File: src/rtl/mux_pipe_pkg.sv
// Shared types and elaboration helpers for the pipelined N:1 selector.
package mux_pipe_pkg;

    typedef enum logic [1:0] {
        EMPTY = 2'd0,
        ONE   = 2'd1,
        FULL2 = 2'd2
    } mux_pipe_state_t;

    localparam int MIN_N_IN = 2;
    localparam int MAX_N_IN = 16;

    // True when a SEL_W-bit selector can address every one of n_in inputs.
    function automatic bit sel_w_legal(input int sel_w, input int n_in);
        return (64'(1) << sel_w) >= 64'(n_in);
    endfunction

endpackage

File: src/rtl/mux_sel_n.sv
// Combinational N:1 pick; codes with no matching input return OOR_VAL.
module mux_sel_n #(
    parameter int               WIDTH   = 64,
    parameter int               N_IN    = 7,
    parameter int               SEL_W   = 4,
    parameter logic [WIDTH-1:0] OOR_VAL = '0
) (
    input  logic [N_IN-1:0][WIDTH-1:0] entradas,
    input  logic [SEL_W-1:0]           seletor,
    output logic [WIDTH-1:0]           pick
);

    always_comb begin
        pick = OOR_VAL;
        for (int i = 0; i < N_IN; i++) begin
            if (seletor == SEL_W'(i)) pick = entradas[i];
        end
    end

endmodule

File: src/rtl/mux_pipe_sel.sv
// N:1 selector with a 2-entry skid buffer behind a valid/ready handshake.
// Define MUX_PIPE_OOR_CHECK_EN for the sticky sel_err flag and its assertion.
module mux_pipe_sel
    import mux_pipe_pkg::*;
#(
    parameter int               WIDTH   = 64,
    parameter int               N_IN    = 7,
    parameter int               SEL_W   = 4,
    parameter logic [WIDTH-1:0] OOR_VAL = '0
) (
    input  logic                       clk,
    input  logic                       reset,
    input  logic [N_IN-1:0][WIDTH-1:0] entradas,
    input  logic [SEL_W-1:0]           seletor,
    input  logic                       in_valid,
    output logic                       in_ready,
    input  logic                       flush,
    output logic [WIDTH-1:0]           saida,
    output logic                       out_valid,
    input  logic                       out_ready,
    output logic                       sel_err
);

    localparam bit SEL_W_OK = sel_w_legal(SEL_W, N_IN);

    if (!SEL_W_OK) begin : g_bad_sel_w
        $error("mux_pipe_sel: SEL_W=%0d cannot address N_IN=%0d inputs", SEL_W, N_IN);
    end
    if (N_IN < MIN_N_IN || N_IN > MAX_N_IN) begin : g_bad_n_in
        $error("mux_pipe_sel: N_IN=%0d outside %0d..%0d", N_IN, MIN_N_IN, MAX_N_IN);
    end

    mux_pipe_state_t  state_q, state_d;
    logic [WIDTH-1:0] head_q, head_d;
    logic [WIDTH-1:0] skid_q, skid_d;
    logic [WIDTH-1:0] pick;
    logic             accept, pop;

    mux_sel_n #(
        .WIDTH   (WIDTH),
        .N_IN    (N_IN),
        .SEL_W   (SEL_W),
        .OOR_VAL (OOR_VAL)
    ) u_sel (
        .entradas (entradas),
        .seletor  (seletor),
        .pick     (pick)
    );

    assign in_ready  = (state_q != FULL2);
    assign out_valid = (state_q != EMPTY);
    assign saida     = head_q;
    assign accept    = in_valid & in_ready;
    assign pop       = out_valid & out_ready;

    // Flush wins over both handshakes; data regs keep stale contents.
    always_comb begin
        state_d = state_q;
        head_d  = head_q;
        skid_d  = skid_q;
        if (flush) begin
            state_d = EMPTY;
        end else begin
            case (state_q)
                EMPTY: if (accept) begin
                    state_d = ONE;
                    head_d  = pick;
                end
                ONE: begin
                    if (accept && pop) begin
                        head_d = pick;
                    end else if (accept) begin
                        state_d = FULL2;
                        skid_d  = pick;
                    end else if (pop) begin
                        state_d = EMPTY;
                    end
                end
                FULL2: if (pop) begin
                    state_d = ONE;
                    head_d  = skid_q;
                end
                default: state_d = EMPTY;
            endcase
        end
    end

    always_ff @(posedge clk or posedge reset) begin
        if (reset) begin
            state_q <= EMPTY;
            head_q  <= '0;
            skid_q  <= '0;
        end else begin
            state_q <= state_d;
            head_q  <= head_d;
            skid_q  <= skid_d;
        end
    end

`ifdef MUX_PIPE_OOR_CHECK_EN
    localparam logic [SEL_W:0] N_IN_W = (SEL_W+1)'(N_IN);

    logic sel_err_q, sel_err_d;
    logic oor;

    assign oor = ({1'b0, seletor} >= N_IN_W);

    // Sticky until reset; flush deliberately leaves it alone.
    always_comb sel_err_d = sel_err_q | (accept & oor);

    always_ff @(posedge clk or posedge reset) begin
        if (reset) sel_err_q <= 1'b0;
        else       sel_err_q <= sel_err_d;
    end

    assign sel_err = sel_err_q;

    always_ff @(posedge clk) begin
        if (!reset && accept) begin
            assert (!oor) else $warning("mux_pipe_sel: accepted out-of-range seletor %0d", seletor);
        end
    end
`else
    assign sel_err = 1'b0;
`endif

endmodule

File: config.mk
export PLATFORM = sky130hd
export DESIGN_NAME = mux_pipe_sel
export DESIGN_NICKNAME = d
export VERILOG_FILES = /design/src/rtl/mux_pipe_pkg.sv /design/src/rtl/mux_sel_n.sv /design/src/rtl/mux_pipe_sel.sv
export SDC_FILE = /design/constraint.sdc
export NUM_CORES = 1
export LEC_CHECK = 0
export BUFFER_PORTS_ARGS = -buffer_cell sky130_fd_sc_hd__buf_2
export CORE_AREA = 3 3 200 202
export DETAILED_ROUTE_END_ITERATION = 16
export DIE_AREA = 0 0 203 205
export MAX_ROUTING_LAYER = met4
export SETUP_SLACK_MARGIN = 0.4
export SLEW_MARGIN = 10
export SYNTH_ARGS = -nofsm -noshare
export SYNTH_HDL_FRONTEND = slang
export SYNTH_SLANG_ARGS = --single-unit
File: constraint.sdc
create_clock -name clk -period 5.8 [get_ports clk]
set_input_delay 1.16 -clock clk [delete_from_list [all_inputs] [get_ports clk]]
set_output_delay 1.16 -clock clk [all_outputs]
set_load 0.02 [all_outputs]
======== Word-level counts from Yosys, hierarchy flattened ========
Index checks and enable logic that the tools add are counted.
word-level totals
  register bits ........................... 130
operators by class
  reduce and logical (&&, ||, !) cells .... 8
  bitwise operators ....................... 4
  mux-type cells .......................... 18
  eq/ne operators ......................... 16
operators by type and width
  kind                  count
  $mux W64              10
  $pmux W64 S3          1
  $eq A4 B3 Y1 const B  3
  $mux W2               6
  $ne A3 B3 Y1 const B  3
  $eq A4 B2 Y1 const B  2
  $ne A2 B2 Y1 const B  4
  $reduce_and A4 Y1     2
  $pmux W2 S3           1
  $reduce_and A5 Y1     1
  $eq A4 B1 Y1 const B  1
  $logic_not A4 Y1      1
  $ne A4 B4 Y1 const B  1
  $reduce_bool A3 Y1    1
  $and A1 B1 Y1         2
  $eq A2 B1 Y1 const B  1
  $eq A2 B2 Y1 const B  1
  $logic_not A2 Y1      1
  $not A1 Y1            2
  $reduce_bool A2 Y1    1
  $logic_and A1 B1 Y1   1

======== Longest topological paths before layout ========
Gate-level depths: netlist (run 1).
  depth in word-level cells ............... 10
  mapped depth ............................ 8
  gate-level depth less buffers ........... 5

======== Hierarchy ========
Synthesis (run 1) repeated with hierarchy kept, for this count alone.
second synthesis, totals
  cells, all modules ...................... 1,133
  area, all modules ....................... 9,938.3 um2
by module, submodules not included
  module        cells an instance  area each (um2)  times used
  mux_pipe_sel  361                5,755.5          1
  mux_sel_n     772                4,182.8          1

======== Worst setup path before layout (run 1) ========
Ideal clock, no wire load.
  kind .................................... input to register
  start point ............................. input seletor[0]
  end point ............................... register head_q[24] (netlist: saida[24])
  setup slack ............................. 3,208 ps
  data arrival time ....................... 2,453 ps
  stages .................................. 6
  path buffers ............................ 3
  path through ............................ buf_4 -> buf_2 -> buf_2 -> mux2_2 -> a222oi_1 -> o211ai_1
between the ends
  cells in the longest elaborated chain, start to end .. 10
  elaborated cells between the ends (all ways) .. 17
  classes of those cells .................. eq/ne (6); mux (10); reduce/logical (1)
RTL lines
  item                         line                                    RTL
  start: declaration           mux_pipe_sel.sv:14                      input logic [SEL_W-1:0] seletor,
  $logic_not A4 Y1             mux_sel_n.sv:16                         if (seletor == SEL_W'(i)) pick = entradas[i];
  $mux W64 (6 in a row)        mux_sel_n.sv:16
  $mux W64 *                   mux_sel_n.sv:16
  $mux W64 (on tied branches)  mux_pipe_sel.sv:70, mux_pipe_sel.sv:65
  $pmux W64 S3 *               mux_pipe_sel.sv:64                      case (state_q)
  end signal: assignment       mux_pipe_sel.sv:91                      head_q <= '0;
  end signal: assignment       mux_pipe_sel.sv:95                      head_q <= head_d;
  end: declaration             mux_pipe_sel.sv:34                      logic [WIDTH-1:0] head_q, head_d;
Every way passes the cells marked *; elsewhere a longest branch is shown, timed or not. The select of a mux whose other input is x is not followed.
A chain may end at the register's enable or synchronous reset.

======== Worst setup path in the final report (run 1) ========
  start point ............................. input seletor[1]
  end point ............................... register head_q[30] (netlist: saida[30])
Same word-level chain as after synthesis.

==> results.md, run 1 <==
- CP Class: in -> reg
- Fraction of layout cells with a size suffix above 1: 40.2%
- CTS Root Cell: clkbuf_16
- Final setup fails: 0
- Cell Area, Synth: 9600 sq um
- DIE AREA: 41,600 sq um
- Deepest clock path buffer count: 2
- CP required: between 6 and 7 ns
- Avg WL per Cell: about 23 microns
- Startpoint types: primary input
- Total of max-cap violations: 0
- Power Dens Cells: 261 nW/um^2
- Post-synth top area cell: dfrtp_1
- EDFF count, synth: 0
- Fraction of registers with async set or reset after synthesis: 100%
- Pleak: 0.00584 uW
- Die Y: 205 microns
- YS warnings: 0
- Global Route Usage Sum: 22.7%
- Final RePlAce weighted congestion: 0.953
- Vias in the first global route: 11,200
- Post-Place Cells: 2,085
- Post-synthesis sequential area ratio: between 30% and 40%
- Worst setup EP type: flop
- Cts hold-fix bufs: 0
- Ranking of synthesized cells by area: dfrtp_1 34%, o21ai_0 5.3%, a21oi_1 4.5%
- Comb power frac: 29.4%
- Cts repair resizes: 0
- Maximum vdd ir drop: 198 uV
- CTS tree: built
- FP Rows: 72
- Worst Hold Class: reg -> reg
- Avg Vias per Cell: 5.40
- Chip width: 203 microns
- Total number of vias: 11,500
- CTS buffer count: 17
- Clk sinks: 130
- Worst-Margin Slew: 1.26 ns
- RSZ-0062 raised after global routing: no
- Setup tns final: 0 ns
- PortBufs: 522
- Rel. slew slack: around 16%
- DR DRC count: 0
- Worst-path maximum fanout: 60
- Mean cell area of the mapped netlist: 8.32 sq um
- Initial Utilization: 24.9%
- Nets: 2,043
- First-pass GRT wire length: about 70,000 microns
- Cell Int Power: about 2300 uW
- Clock transition at path regs: around 0.060 ns
- Worst skew pair latency: 0.44 ns
- Share of the synthesized area in the top cell type: 33.9%
- Largest net degree at the start of global routing: 85
- Clock power frac: 35.1%
- Post-route non-filler standard cell count: around 2,100
- Reg power frac: 35.6%
- DP Wirelength: 35,700 microns
- Synth Instances: 1,153
- Fmax: 0.280 GHz
- Distinct cells, synth: 56
- Initial antenna violation count: 11
- Main flop type after synthesis: dfrtp_1
- H-tree Lvls: 4
- I/O pin total: 524
- Min cycle time layout: 3.58 ns
- Core area: 38,500 sq um
- P_sw: 1160 uW
- Fin. max-slew vios: 0
- Area Overhead vs Synth: 36.5%
- Sequential cell area: between 3000 and 4000 sq um
- Total grt overflow: 0
- Ratio of final minimum period to clock period: between 60% and 70%
- Status: complete, no violations
- Switching share of total power: 33.9%
- Arrival time worst endpoint: between 3 and 4 ns
- Hold Fails Final Rpt: 0
- Area of the multi-input gates: 5520 sq um
- Worst-case clock skew: 0.00613 ns
- Syn Nets: 1,610
- Drt total wl: 48,400 microns
- Final ANT Viol Nets: 0
- Flops & latches, synth: 130
- DRT Pass-1 Iters: 5
- Initial DRC count: 967
- Post-CTS Setup Inserts: 0
- Filler instances: 4,088
## registers in the layout, summed over array words and instances, names as in the netlist
| register | cells |
|---|---|
| state_q | 2 |
| skid_q | 64 |
| saida | 64 |
## path summary, 6_finish.rpt
kind,endpoint,slack [ns],start,cells after the start
setup / recovery,saida[30],2.22,seletor[1],7
hold / removal,skid_q[39],0.47,skid_q[39],2
setup reg to reg,saida[62],3.31,state_q[1],6
hold reg to reg,skid_q[39],0.47,skid_q[39],2
max in group asynchronous,skid_q[53],3.69,reset,3
min in group asynchronous,saida[9],0.85,reset,2
## cell usage after synthesis (all sizes together), types with 35 or more instances
cell type and n:
a41oi 35, o31ai 38, clkbuf 70, inv 56, a31oi 55, a21oi 93
nor2 79, nand2 112, dfrtp 130, o21ai 132, nor2b 40, or3 36
buf 58
## worst max-delay path, stage by stage
cell	delay [ns]
buf_4	0.56
nand2_1	0.26
nor3_4	1.01
buf_4	0.33
nand2_1	0.07
a32o_1	0.29
a41oi_1	0.17
## stage by stage
stage / total power (uW) / hold slack, ns / util, % / area, sq um / setup slack (ns)
after floorplan: 1800 / 0.440 / - / 9600 / 1.17
after global placement: 2220 / 0.451 / 32.3 / 12400 / 1.78
after detailed placement: 2230 / 0.457 / 32.3 / 12400 / 1.69
after CTS: 3450 / 0.471 / 34.0 / 13100 / 2.19
after global routing: 3600 / 0.492 / 34.0 / 13100 / 2.06
final: 3420 / 0.468 / 34.0 / 13100 / 2.22
## cells by family (layout without fill, tap and decap cells)
family | after synthesis | in the layout | share of synthesized area [%]
compound gates | 486 | 486 | 35.5
buf+inv | 184 | 630 | 8.96
flops | 130 | 130 | 33.9
mux | 40 | 40 | 5.85
other cells | 1 | 11 | 0.0391
simple gates | 312 | 312 | 15.8
## placed cells by master, fill, tap and decap left out, drive strengths merged, types with 2 or more instances in the layout
cell type    n
a21oi       93
a222oi      10
a31oi       55
a32o        34
a32oi       19
a41oi       35
and3        19
buf        542
bufinv       4
clkbuf      19
clkinv       4
dfrtp      130
diode       10
inv         60
mux2        29
mux4        10
nand2      112
nand2b       7
nand3       10
nor2        79
nor2b       40
nor3         2
o211ai      10
o21ai      132
o221ai      34
o31ai       38
o41ai       19
or2          2
or3         36
## power groups by stage
| stage | combinational (uW) | clock, uW | sequential, uW |
|---|---|---|---|
| 2_1_floorplan | 483 | 0 | 1310 |
| 3_3_place_gp | 994 | 0 | 1220 |
| 3_5_place_dp | 1000 | 0 | 1230 |
| 4_1_cts | 1000 | 1230 | 1210 |
| 5_1_grt | 1100 | 1260 | 1240 |
| 6_report | 1000 | 1200 | 1220 |
## routing by layer
layer | vias to the layer above | track usage [%] | routed length (microns)
met3 | 50 | 5.34 | 4110
met4 | 0 | 6.93 | 883
li1 | 5249 | - | -
met2 | 608 | 34.8 | 23100
met1 | 5587 | 29.8 | 20300
met5 | - | - | 0
## final cells by class
class / count / share of cell area, %
diodes: 10 / 0.191
clock buffers: 19 / 3.46
clock inverters: 13 / 1.51
inverters: 56 / 1.64
multi-input cells: 839 / 42.2
flip-flops and latches: 130 / 24.8
well taps: 518 / 4.95
repair buffers: 542 / 21.2
Power figures use the tool's default switching activity.
==> inputs of run 2 (changes only) <==
==> constraint.sdc (replaced) <==
create_clock -name clk -period 3.1 [get_ports clk]
set_input_delay 0.62 -clock clk [delete_from_list [all_inputs] [get_ports clk]]
set_output_delay 0.62 -clock clk [all_outputs]
set_load 0.02 [all_outputs]
==> results.md, run 2 (synthesized netlist as in run 1, its figures left out) <==
- Reg power frac: about 36%
- Final ANT Viol Nets: 0
- Drt total wl: between 40,000 and 50,000 microns
- Global Route Usage Sum: 22.6%
- I/O pin total: 524
- Commonest non-fill, non-tap cell in the layout: buf_2
- Filler instances: 4,048
- Clock power frac: 34.4%
- H-tree Lvls: 4
- Fin. max-slew vios: 0
- DR DRC count: 0
- FP Rows: 72
- Reg2reg setup slack: 0.91 ns
- DIE AREA: 41,600 sq um
- Hold Fails Final Rpt: 0
- Worst skew pair latency: 0.44 ns
- Worst hold slack: ~0.29 ns
- Setup tns final: 0 ns
- Core area: a little under 40,000 sq um
- Arrival time worst endpoint: 2.53 ns
- Fmax: 0.451 GHz
- CTS tree: built
- Worst-path maximum fanout: 26
- Avg Vias per Cell: 5.40
- Worst-case clock skew: 0.00687 ns
- CTS buffer count: 17
- CTS Root Cell: clkbuf_16
- Cell Int Power: 4260 uW
- CP Class: in -> reg
- Fraction of layout cells with a size suffix above 1: 40.9%
- Cts repair resizes: 0
- Comb power frac: between 30% and 40%
- RSZ-0062 raised after global routing: no
- Deepest clock path buffer count: 2
- P_sw: 2110 uW
- Avg WL per Cell: 22.3 microns
- Cts hold-fix bufs: 0
- Clock transition at path regs: 0.06 ns
- Initial DRC count: 1,107
- Total of max-cap violations: 0
- Rel. slew slack: between 20% and 30%
- CP required: 3.42 ns
- Worst Hold Class: in -> async
- Post-CTS Setup Inserts: 0
- DRT Pass-1 Iters: 8
- Area Overhead vs Synth: 39.0%
- Area post-placement: 12,700 sq um
- Die Y: just over 200 microns
- Final RePlAce weighted congestion: 0.945
- Chip width: 203 microns
- Startpoint types: primary input
- First-pass GRT wire length: 69,500 microns
- Maximum vdd ir drop: 352 uV
- Total grt overflow: 0
- Pleak: between 0.005 and 0.006 uW
- Initial antenna violation count: 7
- Setup ws final: 0.884 ns
- Clk sinks: 130
- Worst-Margin Slew: ~1.1 ns
- Power Dens Cells: roughly 480 nW/um^2
- Worst setup EP type: flop
- Ratio of final minimum period to clock period: between 70 and 80%
- Most frequent cells in the layout: 520 x buf_2, 130 x dfrtp_1, 111 x nand2_1
- Nets: 2,064
- Final setup fails: 0
- PortBufs: approximately 520
- Final instance area: 13,300 sq um
- Status: complete, no violations
- Largest net degree at the start of global routing: 76
- DP Worst Slack: 0.468 ns
- Switching share of total power: approximately 33%
- Min cycle time layout: approximately 2.2 ns
- Initial Utilization: 24.9%
- Vias in the first global route: 11,300
- DP Wirelength: 36,200 microns
- Total number of vias: between 10,000 and 15,000
[run 2: cell types whose count changed in the layout (fill, tap and decap cells not counted), moves of 3 or more]
cell | previous run | this run
buf_12 | 1 | 10
buf_4 | 21 | 33
clkinv_2 | 0 | 4
clkinv_4 | 4 | 0
diode_2 | 10 | 7
inv_6 | 5 | 0
[run 2: critical path, cell delays in order]
cell	delay [ns]
buf_4	0.34
nor2b_2	0.43
buf_4	0.29
a32oi_1	0.15
o31ai_1	0.12
a31oi_1	0.16
o41ai_1	0.40
[run 2: final timing paths]
check	from	to	cells past startpoint
min in group clk	out_ready	state_q[1]	2
max in group asynchronous	reset	skid_q[55]	3
min	reset	saida[63]	3
max	seletor[1]	saida[36]	7
max reg2reg	state_q[0]	skid_q[38]	3
min reg2reg	skid_q[56]	skid_q[56]	2
[run 2: cell type report]
class | instances | area [sq um] | share of cell area, %
multi-input cells | 839 | 5520 | 41.4
flip-flops and latches | 130 | 3250 | 24.4
repair buffers | 563 | 3050 | 22.9
well taps | 518 | 648 | 4.86
clock buffers | 22 | 474 | 3.56
inverters | 56 | 214 | 1.60
clock inverters | 10 | 155 | 1.16
diodes | 7 | 17.5 | 0.131
[run 2: through the flow]
step	power [uW]	std cells	util, %
after floorplan	3360	1153	-
after global placement	4170	2106	33.0
after detailed placement	4200	2106	33.0
after CTS	6430	2138	34.6
after global routing	6720	2144	34.7
final	6370	2145	34.7
[run 2: power groups by stage]
stage	Sequential [uW]	Combinational (uW)	Clock, uW
final	2270	1910	2190
after global placement	2270	1890	0
after floorplan	2460	904	0
after CTS	2270	1910	2250
after global routing	2320	2090	2320
after detailed placement	2290	1910	0
[run 2: routing by layer]
metal,track usage [%],wire (microns),vias up
met5,-,0,-
met4,6.43,1090,0
met3,6.45,4070,63
met2,33.9,22200,599
met1,29.8,20500,5634
li1,-,-,5278
==> inputs of run 3 (changes only) <==
==> constraint.sdc (replaced) <==
create_clock -name clk -period 2 [get_ports clk]
set_input_delay 0.4 -clock clk [delete_from_list [all_inputs] [get_ports clk]]
set_output_delay 0.4 -clock clk [all_outputs]
set_load 0.02 [all_outputs]
==> results.md, run 3 (synthesized netlist as in run 1, its figures left out) <==
- Status: complete, no violations
- Area post-placement: about 13,000 sq um
- Avg Vias per Cell: between 5 and 6
- Core area: 38,500 sq um
- CP Class: reg -> reg
- CTS tree: built
- First-pass GRT wire length: 76,300 microns
- Drt total wl: roughly 55,000 microns
- Hold Fails Final Rpt: 0
- Total of max-cap violations: 0
- Reg power frac: 34.0%
- Hold endpoint: skid_q[37]
- Worst skew pair latency: 0.44 ns
- Deepest clock path buffer count: 2
- Crit path max-delay cell type: dfrtp_2
- Commonest non-fill, non-tap cell in the layout: buf_2
- Vias in the first global route: 12,400
- CTS Root Cell: clkbuf_16
- Chip width: 203 microns
- Total grt overflow: 0
- Comb power frac: 35.5%
- Initial Utilization: 24.9%
- Fin util: roughly two fifths
- Min cycle time layout: 1.86 ns
- Worst Hold Class: in -> reg
- DR DRC count: 0
- Nets: 2,164
- Critical hold path startpoint: entradas[421]
- RSZ-0062 raised after global routing: yes
- Area Overhead vs Synth: 65.0%
- Die Y: 205 microns
- Switching share of total power: 34.3%
- Clk sinks: 130
- DRT Pass-1 Iters: 5
- Startpoint types: flop
- Avg WL per Cell: 24.6 microns
- CP required: roughly 2.3 ns
- Clock power frac: a little under a third
- I/O pin total: 524
- Ratio of final minimum period to clock period: 93.1%
- DIE AREA: 41,600 sq um
- Worst-Margin Slew: 0.504 ns
- Fmax: 0.537 GHz
- Maximum vdd ir drop: slightly below 600 uV
- Arrival time worst endpoint: 2.16 ns
- Met3 GRT Util: 5.51%
- Fin. max-slew vios: 0
- H-tree Lvls: 4
- Cells along the critical path: mux2i_4, o32a_4, buf_12, or3_1, o21ai_0, a41oi_1
- Most frequent cells in the layout: 518 x buf_2, 129 x dfrtp_1, 94 x o21ai_0
- Worst-case clock skew: 0.00639 ns
- R2R depth: 6
- DP Wirelength: 36,600 microns
- Worst r2r dst: saida[1]
- Largest net degree at the start of global routing: between 70 and 80
- Rel. slew slack: between 60% and 70%
- Total number of vias: 12,400
- Pleak: 0.00704 uW
- GR Util met2: between 40% and 50%
- Initial antenna violation count: 7
- Busiest layer in global routing: met2
- Final ANT Viol Nets: 0
- Fraction of layout cells with a size suffix above 1: 50.3%
- Clock transition at path regs: around 0.060 ns
- FP Rows: 72
- Met1 GRT Util: 29.9%
- Final instance area: 15,800 sq um
- Max incr delay on CP: between 0.4 and 0.5 ns
- Power Dens Cells: 669 nW/um^2
- Reg2reg start: state_q[1]
- Initial DRC count: ~960
- Cell Int Power: 6960 uW
- PortBufs: 522
- P_sw: 3630 uW
- Worst-path maximum fanout: 34
- Final setup fails: 0
- Worst hold slack: 0.244 ns
- Hold-critical path depth: 3
- Final RePlAce weighted congestion: around 1
- Global Route Usage Sum: approximately a quarter
- Reg2reg setup slack: approximately 0.14 ns
- Worst setup EP type: flop
- CTS buffer count: 17
-- run 3: worst max path at each step --
stage / from / endpoint / cells past startpoint
floorplan: reset / saida[0] / 1
CTS: state_q[0] / in_ready / 5
detailed placement: seletor[0] / skid_q[31] / 8
global placement: seletor[0] / saida[60] / 6
finish: state_q[1] / saida[1] / 6
global route: state_q[1] / saida[5] / 6
-- run 3: critical path: cells and delay by family (launching register included) --
family | cells | cell delay (ns)
multiplexers | 1 | 0.22
AND/OR/NAND/NOR | 1 | 0.32
AO/OA/AOI/OAI | 3 | 0.51
flip-flops | 1 | 0.45
buffers and inverters | 1 | 0.17
-- run 3: stage by stage --
stage / power (uW) / worst slack (ns) / TNS [ns] / cells
2_1_floorplan: 5310 / -0.00922 / -1.20 / 1153
3_3_place_gp: 6630 / -0.0934 / -0.992 / 2152
3_5_place_dp: 6690 / -0.126 / -2.38 / 2152
4_1_cts: 10500 / 0.138 / 0 / 2219
5_1_grt: 11100 / 0.0640 / 0 / 2242
6_report: 10600 / 0.138 / 0 / 2242
-- run 3: power by group through the flow --
stage               combinational (uW)  sequential, uW  clock [uW]
global placement                  3100            3540           0
floorplan                         1500            3820           0
detailed placement                3130            3550           0
finish                            3760            3600        3230
global route                      4020            3670        3420
CTS                               3630            3580        3300
-- run 3: cell type report --
| class | count | area, sq um |
|---|---|---|
| repair buffers | 663 | 4770 |
| well taps | 518 | 648 |
| inverters | 56 | 216 |
| diodes | 6 | 15.0 |
| fillers | 3852 | 22600 |
| clock inverters | 9 | 133 |
| flip-flops and latches | 130 | 3250 |
| clock buffers | 21 | 460 |
| multi-input cells | 839 | 6340 |
-- run 3: metal layers --
| metal | up-vias | wire length (microns) |
|---|---|---|
| li1 | 5501 | - |
| met1 | 6086 | 21900 |
| met2 | 667 | 27300 |
| met3 | 116 | 4390 |
| met4 | 0 | 1650 |
| met5 | - | 0 |
-- run 3: what timing repair did --
| item | CTS | global route |
|---|---|---|
| pin swaps | 70 | 5 |
| setup buffers | 15 | 7 |
| gates resized for setup | 151 | 34 |
| endpoints found under the setup margin | 95 | 131 |
| gates cloned | 21 | 10 |
| hold endpoints to repair | 13 | 0 |
| hold buffers | 1 | 0 |
